===== config.mk =====
export PLATFORM = sky130hd
export DESIGN_NAME = chunked_serial_adder
export DESIGN_NICKNAME = d
export VERILOG_FILES = /design/src/rtl/chunked_serial_adder.sv
export SDC_FILE = /design/constraint.sdc
export NUM_CORES = 1
export LEC_CHECK = 0
export CELL_PAD_IN_SITES_DETAIL_PLACEMENT = 1
export CELL_PAD_IN_SITES_GLOBAL_PLACEMENT = 1
export CORE_UTILIZATION = 38
export DETAILED_ROUTE_END_ITERATION = 12
export HOLD_SLACK_MARGIN = 0.1
export PLACE_DENSITY = 0.74
export REMOVE_ABC_BUFFERS = 1
export SKIP_LAST_GASP = 1
export SYNTH_ARGS = -nofsm -noshare
export SYNTH_HDL_FRONTEND = slang
export SYNTH_SLANG_ARGS = --single-unit

===== constraint.sdc =====
create_clock -name clk -period 3.4 [get_ports clk]
set_clock_uncertainty 0.15 [all_clocks]
set_input_delay 0.68 -clock clk [delete_from_list [all_inputs] [get_ports clk]]
set_output_delay 0.68 -clock clk [all_outputs]
set_load 0.005 [all_outputs]

===== src/rtl/chunked_serial_adder.sv =====
// chunked_serial_adder: multi-cycle add/subtract, CHUNK bits per clock.
// LSB chunk first; the carry is held in a register between chunks.
module chunked_serial_adder #(
  parameter int WIDTH = 32,
  parameter int CHUNK = 4
) (
  input  logic             clk,
  input  logic             rst_n,
  input  logic             start,
  input  logic [WIDTH-1:0] a,
  input  logic [WIDTH-1:0] b,
  input  logic             carryin,
  input  logic             subtract,
  output logic             busy,
  output logic             done,
  output logic [WIDTH-1:0] sum,
  output logic             carryout,
  output logic             overflow
);

  localparam int NCHUNKS = WIDTH / CHUNK;
  localparam int KW = (NCHUNKS > 1) ? $clog2(NCHUNKS) : 1;
  localparam logic [KW-1:0] KLAST = KW'(NCHUNKS - 1);

  typedef enum logic [1:0] {
    IDLE,
    RUN,
    DONE
  } state_t;

  state_t           state;
  logic [WIDTH-1:0] opa;
  logic [WIDTH-1:0] opb;
  logic [WIDTH-1:0] res;
  logic [WIDTH-1:0] res_nxt;
  logic [KW-1:0]    k;
  logic             carry;
  logic [CHUNK-1:0] ach;
  logic [CHUNK-1:0] bch;
  logic [CHUNK-1:0] sch;
  logic             cch;
  logic             ovf_nxt;

  always_comb begin
    ach = '0;
    bch = '0;
    for (int i = 0; i < NCHUNKS; i++) begin
      if (k == KW'(i)) begin
        ach = opa[i*CHUNK +: CHUNK];
        bch = opb[i*CHUNK +: CHUNK];
      end
    end
  end

  // The only carry chain in the design: CHUNK bits wide.
  assign {cch, sch} = {1'b0, ach}
                    + {1'b0, bch}
                    + {{CHUNK{1'b0}}, carry};

  always_comb begin
    res_nxt = res;
    for (int i = 0; i < NCHUNKS; i++) begin
      if (k == KW'(i)) begin
        res_nxt[i*CHUNK +: CHUNK] = sch;
      end
    end
  end

  // opb already holds the inverted operand when subtracting.
  assign ovf_nxt = (opa[WIDTH-1] == opb[WIDTH-1])
                && (res_nxt[WIDTH-1] != opa[WIDTH-1]);

  always_ff @(posedge clk or negedge rst_n) begin
    if (!rst_n) begin
      state    <= IDLE;
      opa      <= '0;
      opb      <= '0;
      res      <= '0;
      k        <= '0;
      carry    <= 1'b0;
      busy     <= 1'b0;
      done     <= 1'b0;
      sum      <= '0;
      carryout <= 1'b0;
      overflow <= 1'b0;
    end else begin
      done <= 1'b0;
      unique case (state)
        RUN: begin
          res   <= res_nxt;
          carry <= cch;
          k     <= k + 1'b1;
          if (k == KLAST) begin
            state    <= DONE;
            busy     <= 1'b0;
            done     <= 1'b1;
            sum      <= res_nxt;
            carryout <= cch;
            overflow <= ovf_nxt;
          end
        end
        IDLE, DONE: begin
          if (start) begin
            state <= RUN;
            opa   <= a;
            opb   <= b ^ {WIDTH{subtract}};
            carry <= subtract | carryin;
            k     <= '0;
            busy  <= 1'b1;
          end else begin
            state <= IDLE;
          end
        end
        default: state <= IDLE;
      endcase
    end
  end

endmodule


After elaboration in Yosys (flattened, before gate mapping)
Index checks and enable logic that the tools add are counted.
W data, S select, Z words.
- bits in registers: 138
- bits of input ports: 69
- output and inout bits: 36
- logic and storage cells: 74
- add/subtract/negate cells: 3
- eq/ne operators: 13
- muxes and demuxes: 36
- bitwise logic cells: 2
- reduce and logical (&&, ||, !) cells: 9
- operators by type and width (cell ; count):
    $mux W4 ; 24
    $xor A32 B32 Y32 ; 1
    $eq A3 B3 Y1 const B ; 4
    $eq A3 B2 Y1 const B ; 2
    $mux W1 ; 6
    $pmux W3 S2 ; 1
    $reduce_and A2 Y1 ; 3
    $add A4 B4 Y5 ; 1
    $add A5 B1 Y5 ; 1
    $ne A2 B2 Y1 const B ; 2
    $pmux W1 S2 ; 2
    $pmux W2 S2 ; 1
    $add A3 B1 Y3 const B ; 1
    $eq A3 B1 Y1 const B ; 1
    $logic_not A3 Y1 ; 1
    $mux W3 ; 1
    $reduce_and A3 Y1 ; 1
    $eq A2 B1 Y1 const B ; 1
    $eq A2 B2 Y1 const B ; 1
    $logic_not A2 Y1 ; 1
    $mux W2 ; 1
    $reduce_bool A2 Y1 ; 1
    $reduce_or A2 Y1 ; 1
    $eq A1 B1 Y1 ; 1
    3 further kinds ; 3

Longest topological paths before layout
- depth in word-level cells: 14
- depth in mapped cells: 16
- depth with buffers taken out: 13

Worst setup path after synthesis
OpenSTA, ideal clock, no wires.
- path type: register to register
- from: reg k[0]
- to: reg res[9]
- library setup time: 0.125 ns
- arrival time: 3.131 ns
- required time: 3.125 ns
- slack: -0.006 ns
- cell stages (with the launch flop): 13
- path buffers: 2
- period minus slack after synthesis: 3.406 ns
- cell sequence: dfrtp_1 -> ha_1 -> ha_1 -> or2_1 -> buf_6 -> a21oi_2 -> a221oi_2 -> o31a_1 -> fa_1 -> inv_1 -> fa_1 -> clkbuf_1 -> mux2_2
- word-level cells in the longest chain between the ends: 12
- elaborated cells between the ends (all ways): 27
- classes of those cells: 2 x add/sub; 7 x eq/ne; 17 x mux; 1 x reduce/logical
- ends and longest elaborated chain (item ; RTL line ; text):
    start: declaration ; 36 ; logic [KW-1:0] k;
    start signal: assignment ; 92 ; k <= k + 1'b1;
    $logic_not A3 Y1 ; 48 ; if (k == KW'(i)) begin
    $mux W4 (8 in a row) ; 48 ;
    $add A4 B4 Y5 ; 57 ; + {1'b0, bch}
    $add A5 B1 Y5 ; 58 ; + {{CHUNK{1'b0}}, carry};
    $mux W4 (*) ; 63 ; if (k == KW'(i)) begin
    end signal: assignment ; 90 ; res <= res_nxt;
    end: declaration ; 34 ; logic [WIDTH-1:0] res;
Every way passes the cells marked *; elsewhere a longest branch is shown, timed or not.
A chain may end at the register's enable or synchronous reset.

Worst setup path in the final report
- from: reg k[1]
- to: reg sum[26]
- word-level cells in the longest chain between the ends: 12
- elaborated cells between the ends (all ways): 28
- classes of those cells: 2 x add/sub; 7 x eq/ne; 17 x mux; 2 x reduce/logical
- ends and longest elaborated chain (item ; RTL line ; text):
    $logic_not A3 Y1 ; 48 ;
    $mux W4 (8 in a row) ; 48 ;
    $add A4 B4 Y5 ; 57 ;
    $add A5 B1 Y5 ; 58 ;
    $mux W4 ; 63 ;
    end signal: assignment ; 97 ; sum <= res_nxt;
    end: declaration ; 16 ; output logic [WIDTH-1:0] sum,
Several ways; a longest one is shown, not always the timed one.

==> run summary <==
The run finished with clean final reports. The total inserted antenna cells was 0; the sequential share of power was 26.7%. From bottom edge to top edge, the die measures 134 um. STA classifies the critical path startpoint as a register. The die covers 17900 um^2. Walking the worst path, the cells encountered are ha_4, ha_4, or2_4, buf_6, o221ai_2, a22o_1, fa_2, inv_2, fa_2, xnor2_2, buf_6, nor2_1, a21oi_1, o21ai_0. Including well taps, the total number of placed cells is 963.

The post-synthesis instance total is 661, and the number of H-tree branching levels is 4. Dividing the detail-routed wire length by the instance count gives 17.6 um. Across all layers, the routed design uses 5223 vias. The post-synthesis sequential area ratio came out at 50.9%. The layout has 1813 filler cells.

Pin placement for this block handled 105 I/O pins. The logs give 17 for the number of buffers created by CTS and 51.6% for the core occupancy in the finished layout. The run gives 1004 as the final non-filler cell total. Data arrival at the endpoint of the critical path: 3.50 ns. The setup slack at placement was -0.217 ns.

After clock tree synthesis, the clock-pin slew on the worst setup and hold paths is 0.06 ns. After synthesis the cells add up to 6590 um^2. sky130_fd_sc_hd__dfrtp_1 takes more of the synthesized area than any other cell. The clock passes through at most 2 buffers. The first detailed-routing pass took 6 iterations. Counting flops and latches in the post-synthesis netlist gives 134. Final hold analysis gives a worst-case slack of 0.330 ns. In the synthesized netlist, the cells that appear most often are sky130_fd_sc_hd__dfrtp_1 (134), sky130_fd_sc_hd__nand2_1 (110), sky130_fd_sc_hd__o21ai_0 (88). The tools report the antenna violation net count after detailed routing as 0. Ranked by total cell area, the synthesized netlist is headed by sky130_fd_sc_hd__dfrtp_1 (51%), sky130_fd_sc_hd__o21ai_0 (6.7%), sky130_fd_sc_hd__mux2_2 (6.7%), sky130_fd_sc_hd__nand2_1 (6.3%), sky130_fd_sc_hd__xnor2_1 (3.7%). The detailed router finished its first iteration with 256 violations.

The Yosys step of the flow raised 0 warnings. The count of flip-flops with a built-in enable after synthesis came out at 0. The run gives 5578 as the via count of the first global-routing pass. Setup repair after global routing could not meet its margin everywhere. The run gives 0.296 GHz as the highest clock rate. The global-route usage over all layers is 20.8%. The largest single stage delay on the critical path is 0.46 ns. The half-perimeter wire length after detailed placement was 11900 um; the cell-internal power was 6.26 mW.

The cell with the biggest individual delay on the critical path was sky130_fd_sc_hd__dfrtp_2. Wire length of the first global-routing pass: 28600 um. The worst pin sits at a relative slew slack of 53.1%. The tools report the total count of max-transition violations in the final report as 0. The area growth from synthesis to layout is 31.4%. Dividing total power by cell area gives a power density of 1240 nW/um^2. Net switching is 41.8% of the power. The depth of the worst register-to-register path works out to 14.

Dividing the detail-routed via count by the number of cells gives 5.20. At the end of routability-driven placement, the weighted congestion stood at 0.787. The run gives 0.42 ns as the insertion delay to the later sink of the worst-skew pair. Among all cell types in the netlist, the one instantiated most often is sky130_fd_sc_hd__dfrtp_1. At the pin with the least slew margin, the transition time is 0.703 ns. Flip-flop cell with the highest count after synthesis: sky130_fd_sc_hd__dfrtp_1.

Port buffering added 104 buffers. Counting I/O delays and the setup requirement, the final critical path takes 3.38 ns. The share of synthesized area in the top cell type comes to 50.9%. The worst-case IR drop observed on VDD is 0.000953 V. Wires add up to 17700 um. Data required time at the worst endpoint: 3.53 ns. In the final layout, the share of cells above drive strength 1 is 17.9%. The number of antenna violations at the first check in global routing was 0. The post-synthesis async set-or-reset flop share came out at 100%. Summed over all layers, the global routing overflow is 0. The area of the core is 16800 um^2. TritonCTS built the clock tree. The worst min-delay path category was reg2reg.

In the post-route analysis, the smallest setup slack over all paths is 0.0227 ns. Summed over all nets, the switching power comes to 4.50 mW. Setup violations remaining at the end of the flow were counted as 0. The netlist uses 46 different library cells. Entering global routing, the biggest net connects 77 pins. A synthesized cell averages 9.97 um^2. The logs give 56.3% for the part of the power in combinational logic and 47 for the site row count.

CTS saw 134 sinks. The number of hold violations in the final report was 0; the post-detailed-route DRC marker count was 0. The reported max-cap violation count came out at 0.

The tools report the type of element capturing the critical path as a register. The critical path is of the reg2reg type. Effective utilization at floorplan: 39.3%. After layout, the worst path uses 99.3% of the clock period.

The root buffer cell chosen for the clock tree is sky130_fd_sc_hd__clkbuf_16. The biggest fanout along the worst timing path works out to 8. Summed over all cells, the static leakage comes to 3.74 nW. The die boundary width came out at 134 um. The clock group share of total power came out at 17.0%. The hold path depth came out at 2. The net total in the final layout is 851.
==> power by group through the flow <==
| stage | Combinational [mW] | Sequential [mW] | Clock (mW) |
|---|---|---|---|
| 5_1_grt | 6.60 | 2.96 | 1.95 |
| 3_5_place_dp | 5.17 | 2.88 | 0 |
| 4_1_cts | 5.58 | 2.86 | 1.87 |
| 3_3_place_gp | 4.92 | 2.83 | 0 |
| 2_1_floorplan | 2.91 | 2.75 | 0 |
| 6_report | 6.06 | 2.87 | 1.83 |
==> routing by layer <==
metal  wire [um]  vias up  GRT usage, %
met5           0        -             0
met2        9080      119          36.6
li1            -     2480             -
met3         614       26          3.84
met4         382        0          8.46
met1        7630     2598          25.1
==> metrics by stage <==
step	TNS, ns	total power [mW]	area, um^2
floorplan	-25.90	5.67	6310
global placement	0	7.75	7870
detailed placement	-3.06	8.05	7870
CTS	0	10.3	8540
global route	-0.708	11.5	8660
finish	0	10.8	8660
==> flip-flops by register name, summed over array words and instances (netlist names) <==
| register | flops |
|---|---|
| busy | 1 |
| carry | 1 |
| carryout | 1 |
| done | 1 |
| k | 3 |
| opa | 32 |
| opb | 32 |
| overflow | 1 |
| res | 28 |
| state | 2 |
| sum | 32 |
==> final cells by class <==
class                      instances  area [um^2]  area share (%)
timing repair buffer             140         1370            15.8
clock inverter                    14          151            1.75
multi-input combinational        461         3000            34.7
clock buffer                      18          439            5.07
inverter                          17         63.8           0.737
tap                              220          275            3.18
sequential                       134         3360            38.8
==> kinds of logic (layout without fill, tap and decap cells) <==
family,after synthesis,in the layout,synth area share [%]
flops,134,134,50.9
fa+ha+maj,11,11,2.32
compound gates,170,170,15.9
mux,46,46,7.73
buf+inv,66,189,5.13
simple gates,200,200,13.4
xor+xnor,34,34,4.63
==> path summary, 6_finish.rpt <==
kind                                end     from  slack [ns]
worst max-delay path            sum[26]     k[1]        0.02
worst min-delay path            opb[17]  opb[17]        0.33
worst max register to register  sum[26]     k[1]        0.02
worst min register to register  opb[17]  opb[17]        0.33
max in group asynchronous          k[0]    rst_n        1.62
min in group asynchronous          done    rst_n        0.66
==> what timing repair did <==
item	CTS	global route
setup buffers	3	4
resized for setup	10	18
endpoints found under the setup margin	22	39
hold buffers	1	0
cloned	0	1
pin swaps	2	7
hold endpoints to repair	4	0
==> cell usage in the layout, fill, tap and decap left out, drive strengths merged, types with 6 or more instances in the layout <==
master	instances
o21ai	89
buf	37
a221oi	16
nand2	112
ha	9
inv	19
nor2	44
a21oi	42
o221ai	7
nand3	6
mux2i	7
clkbuf	18
mux2	39
nand2b	6
nor2b	15
o31ai	6
dfrtp	134
and3	7
clkdlybuf4s50	102
xnor2	29
==> critical path: cells and delay by family, from the launching register on <==
kind                       cells  cell delay [ns]
and+or+nand+nor                2             0.33
adders and majority gates      4             1.00
buffers and inverters          3             0.37
AOI/OAI and AO/OA              4             0.68
DFF                            1             0.46
xor gates and xnor gates       1             0.24
Note: power is estimated with default switching activity, not from simulation.
